==> src/rtl/adc_sched_pkg.sv <==
// Shared constants and types for the ADC sample scheduler.
package adc_sched_pkg;

    localparam int LANE_W    = 16;
    localparam int NUM_LANES = 4;

    // Register map: channel in addr[7:4], offset in addr[3:0].
    localparam logic [3:0] CH_SCHED       = 4'h0;
    localparam logic [3:0] OFF_ADC_DATA   = 4'h0;
    localparam logic [3:0] OFF_SCHED_CFG  = 4'h0;
    localparam logic [3:0] OFF_SCHED_STAT = 4'h1;

    typedef enum logic [2:0] {
        IDLE,
        WAIT,
        START,
        CONV,
        ACCUM,
        PUBLISH
    } sched_state_t;

endpackage

==> src/rtl/adc_lane_accum.sv <==
// One lane: box-car accumulator plus its published (averaged) value.
module adc_lane_accum
    import adc_sched_pkg::*;
#(
    parameter int ACC_W = 20
) (
    input  logic              clk,
    input  logic              reset,
    input  logic              clr,
    input  logic              add,
    input  logic              pub,
    input  logic [2:0]        shift,
    input  logic [LANE_W-1:0] din,
    output logic [LANE_W-1:0] dout
);

    logic [ACC_W-1:0] acc;

    // Clear has priority over add; publish snapshots the shifted sum.
    always_ff @(posedge clk) begin
        if (reset) begin
            acc  <= '0;
            dout <= '0;
        end else begin
            if (clr)
                acc <= '0;
            else if (add)
                acc <= acc + ACC_W'(din);
            if (pub)
                dout <= LANE_W'(acc >> shift);
        end
    end

endmodule

==> src/rtl/adc_sample_scheduler.sv <==
// Rate-controlled, averaged acquisition sequencer for the pot/current ADCs.
module adc_sample_scheduler
    import adc_sched_pkg::*;
#(
    parameter int PERIOD_W     = 16,
    parameter int AVG_MAX_LOG2 = 4,
    parameter int TIMEOUT_CYC  = 255
) (
    input  logic        clk,
    input  logic        reset,
    output logic        adc_start,
    input  logic        adc_done,
    input  logic [63:0] adc_pot,
    input  logic [63:0] adc_cur,
    input  logic [7:0]  reg_addr,
    input  logic        reg_wen,
    input  logic [31:0] reg_wdata,
    output logic [31:0] reg_rdata,
    output logic        sample_valid
);

    localparam int ACC_W = LANE_W + AVG_MAX_LOG2;
    localparam int TO_W  = $clog2(TIMEOUT_CYC + 1);
    localparam int IDX_W = AVG_MAX_LOG2 + 1;

    sched_state_t state, state_nxt;

    logic [PERIOD_W-1:0] period, tmr, wr_period;
    logic [2:0]          avg_log2, wr_avg;
    logic                enable;
    logic [15:0]         set_cnt;
    logic                timeout_flag, overrun_flag;
    logic [TO_W-1:0]     to_cnt;
    logic [IDX_W-1:0]    idx, idx_inc;
    logic                tick, cfg_wr, stat_wr, take, last, timed_out;
    logic                acc_clr, acc_pub;
    logic                unused_wdata;

    logic [NUM_LANES-1:0][LANE_W-1:0] pot_pub, cur_pub;

    function automatic logic [PERIOD_W-1:0] reload(input logic [PERIOD_W-1:0] p);
        return (p == '0) ? PERIOD_W'(1) : p;
    endfunction

    assign cfg_wr    = reg_wen && (reg_addr == {CH_SCHED, OFF_SCHED_CFG});
    assign stat_wr   = reg_wen && (reg_addr == {CH_SCHED, OFF_SCHED_STAT});
    assign wr_period = reg_wdata[16 +: PERIOD_W];
    assign wr_avg    = (reg_wdata[3:1] > 3'(AVG_MAX_LOG2)) ? 3'(AVG_MAX_LOG2) : reg_wdata[3:1];
    assign unused_wdata = ^reg_wdata[15:4];

    assign tick      = enable && (tmr == PERIOD_W'(1));
    assign idx_inc   = idx + IDX_W'(1);
    assign last      = (idx_inc == (IDX_W'(1) << avg_log2));
    assign timed_out = (state == CONV) && !adc_done && (to_cnt == TO_W'(TIMEOUT_CYC));
    // A config write in the done cycle, or a disable, throws the sample away.
    assign take      = (state == CONV) && adc_done && enable && !cfg_wr;
    assign acc_clr   = cfg_wr || timed_out || (state == PUBLISH);

    assign adc_start    = (state == START);
    assign sample_valid = (state == PUBLISH);

    // Configuration, tick timer, timeout counter and sample index.
    always_ff @(posedge clk) begin
        if (reset) begin
            period   <= '0;
            avg_log2 <= '0;
            enable   <= 1'b0;
            tmr      <= PERIOD_W'(1);
            to_cnt   <= '0;
            idx      <= '0;
        end else begin
            if (cfg_wr) begin
                period   <= wr_period;
                avg_log2 <= wr_avg;
                enable   <= reg_wdata[0];
            end
            // A config write restarts the period from the new value.
            if (cfg_wr)
                tmr <= reload(wr_period);
            else if (!enable || tick)
                tmr <= reload(period);
            else
                tmr <= tmr - PERIOD_W'(1);
            // Counts cycles since adc_start; 1 on the first CONV cycle.
            if (state == START)
                to_cnt <= TO_W'(1);
            else if (state == CONV)
                to_cnt <= to_cnt + TO_W'(1);
            if (acc_clr)
                idx <= '0;
            else if (state == ACCUM)
                idx <= idx_inc;
        end
    end

    // Sticky status flags and published-set counter.
    always_ff @(posedge clk) begin
        if (reset) begin
            timeout_flag <= 1'b0;
            overrun_flag <= 1'b0;
            set_cnt      <= '0;
        end else begin
            if (timed_out)
                timeout_flag <= 1'b1;
            else if (stat_wr && reg_wdata[1])
                timeout_flag <= 1'b0;
            if (tick && (state inside {START, CONV, ACCUM, PUBLISH}))
                overrun_flag <= 1'b1;
            else if (stat_wr && reg_wdata[2])
                overrun_flag <= 1'b0;
            // Bumped together with the published values so both read coherently.
            if (acc_pub)
                set_cnt <= set_cnt + 16'd1;
        end
    end

    // State register.
    always_ff @(posedge clk) begin
        if (reset)
            state <= IDLE;
        else
            state <= state_nxt;
    end

    // Next state; publish is issued from ACCUM so values land with sample_valid.
    always_comb begin
        state_nxt = state;
        acc_pub   = 1'b0;
        case (state)
            IDLE:    if (enable) state_nxt = WAIT;
            WAIT:    if (!enable) state_nxt = IDLE;
                     else if (tick) state_nxt = START;
            START:   state_nxt = CONV;
            CONV:    if (take) state_nxt = ACCUM;
                     else if (adc_done || timed_out) state_nxt = enable ? WAIT : IDLE;
            ACCUM:   if (cfg_wr) state_nxt = WAIT;
                     else if (last) begin
                         acc_pub   = 1'b1;
                         state_nxt = PUBLISH;
                     end else state_nxt = WAIT;
            PUBLISH: state_nxt = WAIT;
            default: state_nxt = IDLE;
        endcase
    end

    // Register read mux, zero latency.
    always_comb begin
        reg_rdata = '0;
        if (reg_addr == {CH_SCHED, OFF_SCHED_CFG}) begin
            reg_rdata[16 +: PERIOD_W] = period;
            reg_rdata[3:1]            = avg_log2;
            reg_rdata[0]              = enable;
        end else if (reg_addr == {CH_SCHED, OFF_SCHED_STAT}) begin
            reg_rdata = {set_cnt, 13'd0, overrun_flag, timeout_flag, state != IDLE};
        end else begin
            for (int k = 0; k < NUM_LANES; k++)
                if (reg_addr == {4'(k + 1), OFF_ADC_DATA})
                    reg_rdata = {pot_pub[k], cur_pub[k]};
        end
    end

    for (genvar g = 0; g < NUM_LANES; g++) begin : g_lane
        adc_lane_accum #(.ACC_W(ACC_W)) u_pot (
            .clk   (clk),
            .reset (reset),
            .clr   (acc_clr),
            .add   (take),
            .pub   (acc_pub),
            .shift (avg_log2),
            .din   (adc_pot[g*LANE_W +: LANE_W]),
            .dout  (pot_pub[g])
        );
        adc_lane_accum #(.ACC_W(ACC_W)) u_cur (
            .clk   (clk),
            .reset (reset),
            .clr   (acc_clr),
            .add   (take),
            .pub   (acc_pub),
            .shift (avg_log2),
            .din   (adc_cur[g*LANE_W +: LANE_W]),
            .dout  (cur_pub[g])
        );
    end

endmodule

==> config.mk <==
export PLATFORM = sky130hd
export DESIGN_NAME = adc_sample_scheduler
export DESIGN_NICKNAME = d
export VERILOG_FILES = /design/src/rtl/adc_sched_pkg.sv /design/src/rtl/adc_lane_accum.sv /design/src/rtl/adc_sample_scheduler.sv
export SDC_FILE = /design/constraint.sdc
export NUM_CORES = 1
export LEC_CHECK = 0
export CORE_ASPECT_RATIO = 2
export CORE_MARGIN = 8
export CORE_UTILIZATION = 54
export DETAILED_ROUTE_END_ITERATION = 16
export GPL_ROUTABILITY_DRIVEN = 1
export PLACE_DENSITY_LB_ADDON = 0.15
export SETUP_SLACK_MARGIN = 0.3
export SLEW_MARGIN = 20
export SYNTH_ARGS = -nofsm -noshare
export SYNTH_HDL_FRONTEND = slang
export SYNTH_SLANG_ARGS = --single-unit
==> constraint.sdc <==
create_clock -name clk -period 2.8 [get_ports clk]
set_clock_uncertainty 0.15 [all_clocks]
set_input_delay 0.56 -clock clk [delete_from_list [all_inputs] [get_ports clk]]
set_output_delay 0.56 -clock clk [all_outputs]
set_load 0.01 [all_outputs]
### Word level (Yosys, flattened, before mapping)

Cells that the tools add are included.
W data, S select, Z words.

| storage, ports and cells | value |
|---|---|
| register bits after elaboration | 358 |
| input port bits | 172 |

| operators by class | value |
|---|---|
| muxes and demuxes | 31 |
| $add $sub $neg | 12 |
| order comparisons | 1 |
| equality and inequality tests | 16 |
| reductions and logical operators | 30 |
| shifts and indexed selects | 9 |

Operator list:

| cell | count |
|---|---|
| $add A20 B16 Y20 | 8 |
| $mux W32 | 5 |
| $shr A20 B3 Y16 | 8 |
| $mux W16 | 5 |
| $logic_not A16 Y1 | 2 |
| $mux W3 | 8 |
| $pmux W3 S6 | 1 |
| $add A16 B1 Y16 const B | 1 |
| $eq A16 B1 Y1 const B | 1 |
| $eq A8 B6 Y1 const B | 2 |
| $sub A16 B1 Y16 const B | 1 |
| $mux W12 | 1 |
| $logic_and A1 B1 Y1 | 11 |
| $mux W1 | 10 |
| $add A8 B1 Y8 const B | 1 |
| $eq A8 B1 Y1 const B | 1 |
| $eq A8 B5 Y1 const B | 1 |
| $eq A8 B7 Y1 const B | 1 |
| $eq A8 B8 Y1 const B | 1 |
| $logic_not A8 Y1 | 1 |
| $eq A3 B2 Y1 const B | 2 |
| $eq A3 B3 Y1 const B | 2 |
| $reduce_bool A2 Y1 | 3 |
| $add A5 B1 Y5 const B | 1 |
| other kinds (15) | 21 |

### Longest topological paths before layout

Gate-level depths: netlist of the first run.

| logic depth | value |
|---|---|
| depth in word-level cells | 7 |
| mapped depth | 12 |

### By module

Synthesis of the first run repeated with hierarchy kept, for this count alone.

| unflattened totals | value |
|---|---|
| cell total of the unflattened synthesis | 3183 |
| area, all modules | 27203.6 um^2 |

Modules (own cells, without submodules):

| module | area each (um^2) | cells an instance | times used |
|---|---|---|---|
| adc_lane_accum (g_lane[0].u_pot ...) | 2783.9 | 318 | 5 |
| adc_lane_accum (g_lane[3].u_cur ...) | 2651.3 | 297 | 2 |
| adc_sample_scheduler | 5217.5 | 686 | 1 |
| adc_lane_accum (g_lane[0].u_cur) | 2763.9 | 313 | 1 |

### Worst setup path before layout of the first run

No wires, ideal clock.

| path | value |
|---|---|
| path kind | input-to-output |
| from | input reg_addr[1] |
| to | output reg_rdata[10] |
| stages on the path | 6 |
| path buffers | 1 |
| path slack | -187 ps |
| data required time | 2090 ps |
| data arrival time | 2277 ps |
| cells stage by stage | or4_1 > or3_1 > nor3_1 > buf_2 > nand2_1 > o21ai_0 |

| between the ends | value |
|---|---|
| longest elaborated chain between the ends | 7 |
| elaborated cells between the ends (all ways) | 12 |

RTL lines:

| what | line | source |
|---|---|---|
| start: declaration | adc_sample_scheduler.sv:15 | `input logic [7:0] reg_addr,` |
| $eq A8 B5 Y1 | adc_sample_scheduler.sv:157 | `if (reg_addr == {4'(k + 1), OFF_ADC_DATA})` |
| $mux W32 (4 in a row) | adc_sample_scheduler.sv:157 |  |
| $mux W32 | adc_sample_scheduler.sv:153 | `end else if (reg_addr == {CH_SCHED, OFF_SCHED_STAT}) begin` |
| $mux W12 * | adc_sample_scheduler.sv:149 | `if (reg_addr == {CH_SCHED, OFF_SCHED_CFG}) begin` |
| end: declaration | adc_sample_scheduler.sv:18 | `output logic [31:0] reg_rdata,` |

Every way passes the cells marked *; elsewhere a longest branch is shown, timed or not.

### Worst setup path in the final report of the first run

| path | value |
|---|---|
| from | input reg_addr[3] |
| to | output reg_rdata[4] |

Same word-level chain as after synthesis.

==> results.py, run 1 <==
metrics = {
    "outcome": {
        "outcome": "complete, but fails checks",
        "violations": "negative setup slack",
    },
    "clocking": {
        "clk_latency_ns": 0.55,
        "cts_tree": "done",
        "cts_sinks": 358,
        "ctsLongestPathBuffers": 3,
        "cts_inserted_buffers": 36,
        "ctsRootBufferMaster": "clkbuf_16",
        "h-tree-depth": 2,
        "clk_pin_slew_worst_paths_ns": 0.07,
    },
    "logic_synthesis": {
        "synth_top_flop_cell": "dfxtp_1",
        "synth_edf_count": 0,
        "syn_area_mm2": 0.02520,
        "async_flop_share_pct": 0,
        "ys_seq_area_share_pct": 28.44,
        "synth_area_leader_cell": "dfxtp_1",
        "syn_avg_cell_area_um2": 7.871,
        "syn_nets": 3515,
        "synth_top_area_share_pct": 28.44,
        "synthDistinctLibCells": 86,
        "ys_warn_count": 0,
        "syn-instance-count": 3202,
        "netlist_top_cells_area": "dfxtp_1 (28%), nand2_1 (7.1%), ha_1 (6.6%)",
        "ys_ff_latch": 358,
    },
    "cells_and_area": {
        "stdcell_count": 4397,
        "layout.nets": 4059,
        "final_area_mm2": 0.03541,
        "antennaDiodeCount": 0,
        "area_growth_pct": 40.48,
        "drive_above_1_share_pct": 30.08,
    },
    "timing": {
        "fin_crit_ns": 3.083,
        "fmax_mhz": 324.4,
        "maxSlewViolCount": 0,
        "grt_setup_unrepaired": "true",
        "worst_pin_slew_ns": 1.317,
        "hold_violations": 0,
        "setup_slack_ns": -0.2828,
        "setup_violations": 32,
        "finalCritPeriodShare_pct": 110.1,
        "maxSlewHeadroom_pct": 12.19,
    },
    "route": {
        "first_pass_iters": 8,
        "num_vias": 27545,
        "wl_um": 104900,
        "remaining_drc_errors": 0,
        "drtIter0Drc": 2535,
        "ant_nets": 0,
        "via_per_inst": 6.264,
        "routedWlPerCell_um": 23.87,
    },
    "grt": {
        "antenna_found_initial": 1,
        "grt_usage_pct": 35.06,
        "grt_max_degree": 190,
        "grt_pass1_vias": 25873,
        "grt_pass1_wl_um": 147700,
        "overflow": 0,
    },
    "worst_hold_path": {
        "min_path_cells": 2,
        "hold_class": "flop to flop",
    },
    "die": {
        "io_pins": 206,
        "rows": 112,
        "die_h_um": 321.5,
        "core_area_mm2": 0.04638,
        "die_area_mm2": 0.05426,
        "start_util_pct": 54.33,
        "chipWidth_um": 168.8,
    },
    "worst_setup_path": {
        "worst_path_max_delay_cell": "or4_4",
        "critPathLaunchType": "input port",
        "critPathMaxFanout": 6,
        "crit_path_frequent_cell": "buf_6",
        "end_kind": "output port",
        "arrival_ns": 2.37,
        "cp_slowest_stage_delay_ns": 0.58,
        "crit_type": "input port to output port",
        "crit_required_ns": 2.09,
        "path_cells": "buf_6 -> or4_4 -> or3_4 -> nor3_4 -> buf_6 -> buf_16 -> nand2_4 -> o21ai_2 -> buf_2",
        "worstRegToRegCells": 8,
    },
    "placed_design": {
        "dp_hpwl_um": 73460,
        "pre_cts_slack_ns": -1.034,
        "routabilityCongestion": 0.9920,
        "numPortBuffers": 193,
        "placed_cells": 4236,
        "dpl_cell_area_mm2": 0.03093,
    },
    "power_and_ir_drop": {
        "power_uw": 11400,
        "p_leak_uw": 0.01376,
        "p_per_area_mw_per_mm2": 322.1,
        "vdd_ir_drop_max_v": 0.0004384,
    },
    "flow_run": {
        "max_cap_violations": 0,
    },
}
==> flip-flops by register name, summed over array words and instances, names as in the netlist <==
name,flops
g_lane.u_pot.dout,64
overrun_flag,1
g_lane.u_cur.dout,64
set_cnt,16
enable,1
state,3
avg_log2,3
to_cnt,8
tmr,16
period,16
g_lane.u_pot.acc,80
g_lane.u_cur.acc,80
timeout_flag,1
idx,5
==> layout make-up <==
type / count / area (um2)
clock buffer: 49 / 1051
timing repair buffer: 726 / 7015
sequential: 358 / 7211
fill: 3375 / 10980
multi-input combinational: 2577 / 18970
inverter: 47 / 178.9
clock inverter: 13 / 190.2
tap: 627 / 784.5
==> metrics by stage <==
step | utilization, % | TNS, ns | hold WS (ns)
2_1_floorplan | - | 0 | 0.2816
3_3_place_gp | 66.68 | -159.43 | 0.2957
3_5_place_dp | 66.68 | -159.92 | 0.2988
4_1_cts | 71.57 | -6.265 | 0.3084
5_1_grt | 76.33 | -7.111 | 0.3393
6_report | 76.33 | -6.208 | 0.3105
==> path summary, 6_finish.rpt <==
| path | from | slack (ns) | end |
|---|---|---|---|
| worst max-delay path | reg_addr[3] | -0.28 | reg_rdata[4] |
| worst min-delay path | g_lane[0].u_cur.dout[3]$_SDFFE_PP0P_ | 0.31 | g_lane[0].u_cur.dout[3]$_SDFFE_PP0P_ |
| worst max register to register | avg_log2[1]$_SDFFE_PP0N_ | 0.06 | g_lane[2].u_cur.dout[11]$_SDFFE_PP0P_ |
| worst min register to register | g_lane[0].u_cur.dout[3]$_SDFFE_PP0P_ | 0.31 | g_lane[0].u_cur.dout[3]$_SDFFE_PP0P_ |
==> metal layers <==
metal	routed length (um)	vias to the layer above	GRT usage, %
li1	-	12698	-
met1	36490	13095	36.39
met2	51110	1344	62.04
met3	7127	408	4.344
met4	10200	0	29.43
met5	0	-	0
==> cell families (layout without fill, tap and decap cells) <==
logic type      count (synthesis)  after routing  synth area share, %
xor+xnor                      138            138                4.796
simple gates                 1139           1141                20.09
buf+inv                       269            835                4.741
fa+ha+maj                     141            141                7.238
mux                           232            232                10.55
flops                         358            358                28.44
compound gates                925            925                24.15
==> repair_timing <==
item | 4_1_cts | 5_1_grt
cloned | 6 | 23
buffers inserted | 34 | 36
pin swaps | 69 | 172
endpoints found under the setup margin | 338 | 240
resized for setup | 311 | 313
hold buffers | 0 | 0
==> cell usage in the layout, fill, tap and decap left out, drive strengths merged, types with 16 or more instances in the layout <==
| cell | n |
|---|---|
| xnor2 | 80 |
| nor3 | 89 |
| o21a | 19 |
| mux2 | 89 |
| nand3 | 53 |
| a21oi | 323 |
| clkbuf | 71 |
| buf | 548 |
| nand2 | 476 |
| nor2 | 322 |
| dlymetal6s2s | 20 |
| a311oi | 46 |
| or3 | 22 |
| nor2b | 43 |
| a31oi | 16 |
| o21ai | 147 |
| dfxtp | 358 |
| nor4 | 19 |
| and3 | 22 |
| nand4 | 28 |
| mux2i | 125 |
| ha | 133 |
| inv | 48 |
| a21o | 35 |
| a22oi | 39 |
| clkdlybuf4s50 | 117 |
| mux4 | 18 |
| o22ai | 29 |
| a211oi | 135 |
| xor2 | 58 |
| o211ai | 77 |
==> synthesized netlist by cell type (7+ instances only) <==
master    instances
nor2b_1          42
nor3_1           88
a21o_1           35
fa_1              8
xnor2_1          80
nand4_1          28
or4_1             7
o31ai_1           8
xor2_1           58
mux2i_1         125
a31oi_1          16
nand3_1          51
o211ai_1         77
o21a_1           19
nor4_1           18
or3_1            22
buf_6             9
o22ai_1          29
a311oi_2         23
nor2_1          321
clkbuf_1        120
a211oi_2         21
and3_1           22
o21bai_1         14
buf_2            63
a311oi_1         23
and2_1           10
mux4_2           18
a21oi_1         323
mux2_2           86
a22oi_1          39
o21ai_0         145
nand2_1         475
a211oi_1        114
buf_1            19
nand2b_1         12
ha_1            133
dfxtp_1         358
or2_2            12
inv_1            45
buf_4            10
==> where the power goes <==
part,leakage (uW),switching [uW],internal [uW]
Sequential,0.00290,1.01,5080
Clock,0.000610,2220,3010
Combinational,0.0103,547,542
==> critical path: cells and delay by family <==
kind	cells	cell delay [ns]
AND/OR/NAND/NOR	4	1.22
buffers and inverters	4	0.53
AO/OA/AOI/OAI	1	0.05
(Power assumes the default switching activity.)
==> inputs of run 2 (changes only) <==
CORE_MARGIN = 10   (was 8)
==> results.py, run 2 (synthesis gave the netlist of run 1 again) <==
metrics = {
    "outcome": {
        "outcome": "complete, but fails checks",
        "violations": "negative setup slack",
    },
    "timing": {
        "setup_violations": 33,
        "finalCritPeriodShare_pct": 113.2,
        "maxSlewViolCount": 0,
        "worst_pin_slew_ns": 1.145,
        "maxSlewHeadroom_pct": 23.69,
        "fmax_mhz": 315.4,
        "grt_setup_unrepaired": "true",
        "hold_violations": 0,
        "setup_slack_ns": -0.3703,
        "fin_crit_ns": 3.170,
        "tns_ns": -8.657,
    },
    "clocking": {
        "cts_tree": "done",
        "h-tree-depth": 2,
        "clk_latency_ns": 0.56,
        "ctsLongestPathBuffers": 3,
        "ctsRootBufferMaster": "clkbuf_16",
        "clk_pin_slew_worst_paths_ns": 0.07,
        "cts_sinks": 358,
        "cts_inserted_buffers": 36,
    },
    "grt": {
        "antenna_found_initial": 1,
        "grt_max_degree": 166,
        "grt_pass1_wl_um": 152100,
        "overflow": 0,
        "grt_usage_pct": 34.05,
        "grt_pass1_vias": 26526,
    },
    "die": {
        "rows": 112,
        "die_area_mm2": 0.05624,
        "io_pins": 206,
        "start_util_pct": 54.33,
        "chipWidth_um": 172.8,
        "core_area_mm2": 0.04638,
        "die_h_um": 325.5,
    },
    "cells_and_area": {
        "antennaDiodeCount": 0,
        "top_regs": "g_lane.u_cur.acc: 80 flops, g_lane.u_pot.acc: 80 flops",
        "layout.nets": 4133,
        "stdcell_count": 4475,
        "area_growth_pct": 45.65,
        "final_area_mm2": 0.03671,
        "final_common_cell": "buf_4",
        "drive_above_1_share_pct": 33.45,
        "utilization_pct": 79.14,
        "final_cell_mix": "buf_4 (457), nand2_1 (453), dfxtp_1 (338), a21oi_1 (303), nor2_1 (220)",
    },
    "placed_design": {
        "placed_cells": 4261,
        "routabilityCongestion": 0.9891,
        "dp_hpwl_um": 73900,
        "numPortBuffers": 193,
        "dpl_cell_area_mm2": 0.03108,
        "pre_cts_slack_ns": -1.020,
    },
    "route": {
        "wl_um": 110200,
        "ant_nets": 0,
        "remaining_drc_errors": 0,
        "routedWlPerCell_um": 24.62,
        "num_vias": 28366,
        "drtIter0Drc": 2861,
        "first_pass_iters": 8,
        "via_per_inst": 6.339,
    },
    "flow_run": {
        "max_cap_violations": 0,
    },
    "worst_setup_path": {
        "crit_type": "input port to output port",
        "path_depth": 10,
        "critPathLaunchType": "input port",
        "cp_slowest_stage_delay_ns": 0.59,
        "cp.buffers_inverters": 5,
        "worst_path_max_delay_cell": "or4_4",
        "crit_path_frequent_cell": "buf_12",
        "path_cells": "buf_6 -> or4_4 -> or3_4 -> nor3_4 -> buf_12 -> buf_16 -> buf_12 -> nand2_2 -> o21ai_2 -> buf_2",
        "path_delay_family": "simple AND/OR/NAND/NOR gates",
        "worstRegToRegCells": 14,
        "critPathMaxFanout": 4,
        "arrival_ns": 2.46,
        "end_kind": "output port",
        "crit_required_ns": 2.09,
    },
    "power_and_ir_drop": {
        "vdd_ir_drop_max_v": 0.0004572,
        "p_per_area_mw_per_mm2": 317.7,
        "p_leak_uw": 0.01439,
    },
    "worst_hold_path": {
        "hold_class": "input port to flop",
        "min_path_cells": 2,
    },
}
[run 2: changes by cell type in the layout (fill, tap and decap cells not counted), moves of 8 or more]
cell            before  now
buf_4              420  457
nor2_1             281  220
nor3_2              22   35
buf_6               48   70
buf_16               7   15
nor2_4              16   76
buf_12              41   50
clkbuf_16           56   45
buf_8                6   14
nor3_1              64   50
dlymetal6s2s_1      20   10
[run 2: routing by layer]
layer	global-route usage, %	share of wire [%]	up-vias
met4	29.68	11	2
met5	0	0.017	-
met1	35.08	33	13417
met2	59.79	48	1556
met3	4.404	7.7	514
li1	-	-	12877
[run 2: layout make-up]
class / instances / area [um2]
inverter: 47 / 178.9
clock buffer: 51 / 1039
multi-input combinational: 2577 / 19460
tap: 627 / 784.5
clock inverter: 15 / 235.2
timing repair buffer: 800 / 7800
sequential: 358 / 7207
fill: 3076 / 9676
[run 2: stage by stage]
step / hold WS [ns] / total power [uW]
floorplan: 0.2816 / 5634
global placement: 0.2946 / 6194
detailed placement: 0.3025 / 6204
CTS: 0.1658 / 11560
global route: 0.1846 / 11880
finish: 0.1776 / 11660
[run 2: what timing repair did]
item / 4_1_cts / 5_1_grt
endpoints found under the setup margin: 343 / 248
gates cloned: 18 / 9
buffers inserted: 59 / 62
hold buffers: 0 / 0
pin swaps: 97 / 168
resized for setup: 373 / 442
[run 2: power by group]
group          switching [uW]  internal, uW
combinational             560           563
sequential              0.965          5080
clock                    2300          3160
[run 2: worst paths after layout]
check | startpoint | to | slack (ns)
max | reg_addr[1] | reg_rdata[9] | -0.37
min | reset | period[9]$_SDFFE_PP0N_ | 0.18
max reg2reg | idx[0]$_SDFFE_PP0P_ | g_lane[1].u_pot.dout[3]$_SDFFE_PP0P_ | -0.09
min reg2reg | g_lane[1].u_cur.dout[2]$_SDFFE_PP0P_ | g_lane[1].u_cur.dout[2]$_SDFFE_PP0P_ | 0.31
[run 2: worst register-to-register path, delay by kind of cell, from the launching register on]
family	cells	cell delay, ns
simple gates	2	0.42
xor+xnor	1	0.13
buf+inv	6	0.85
compound gates	4	0.74
flops	1	0.33
fa+ha+maj	1	0.17
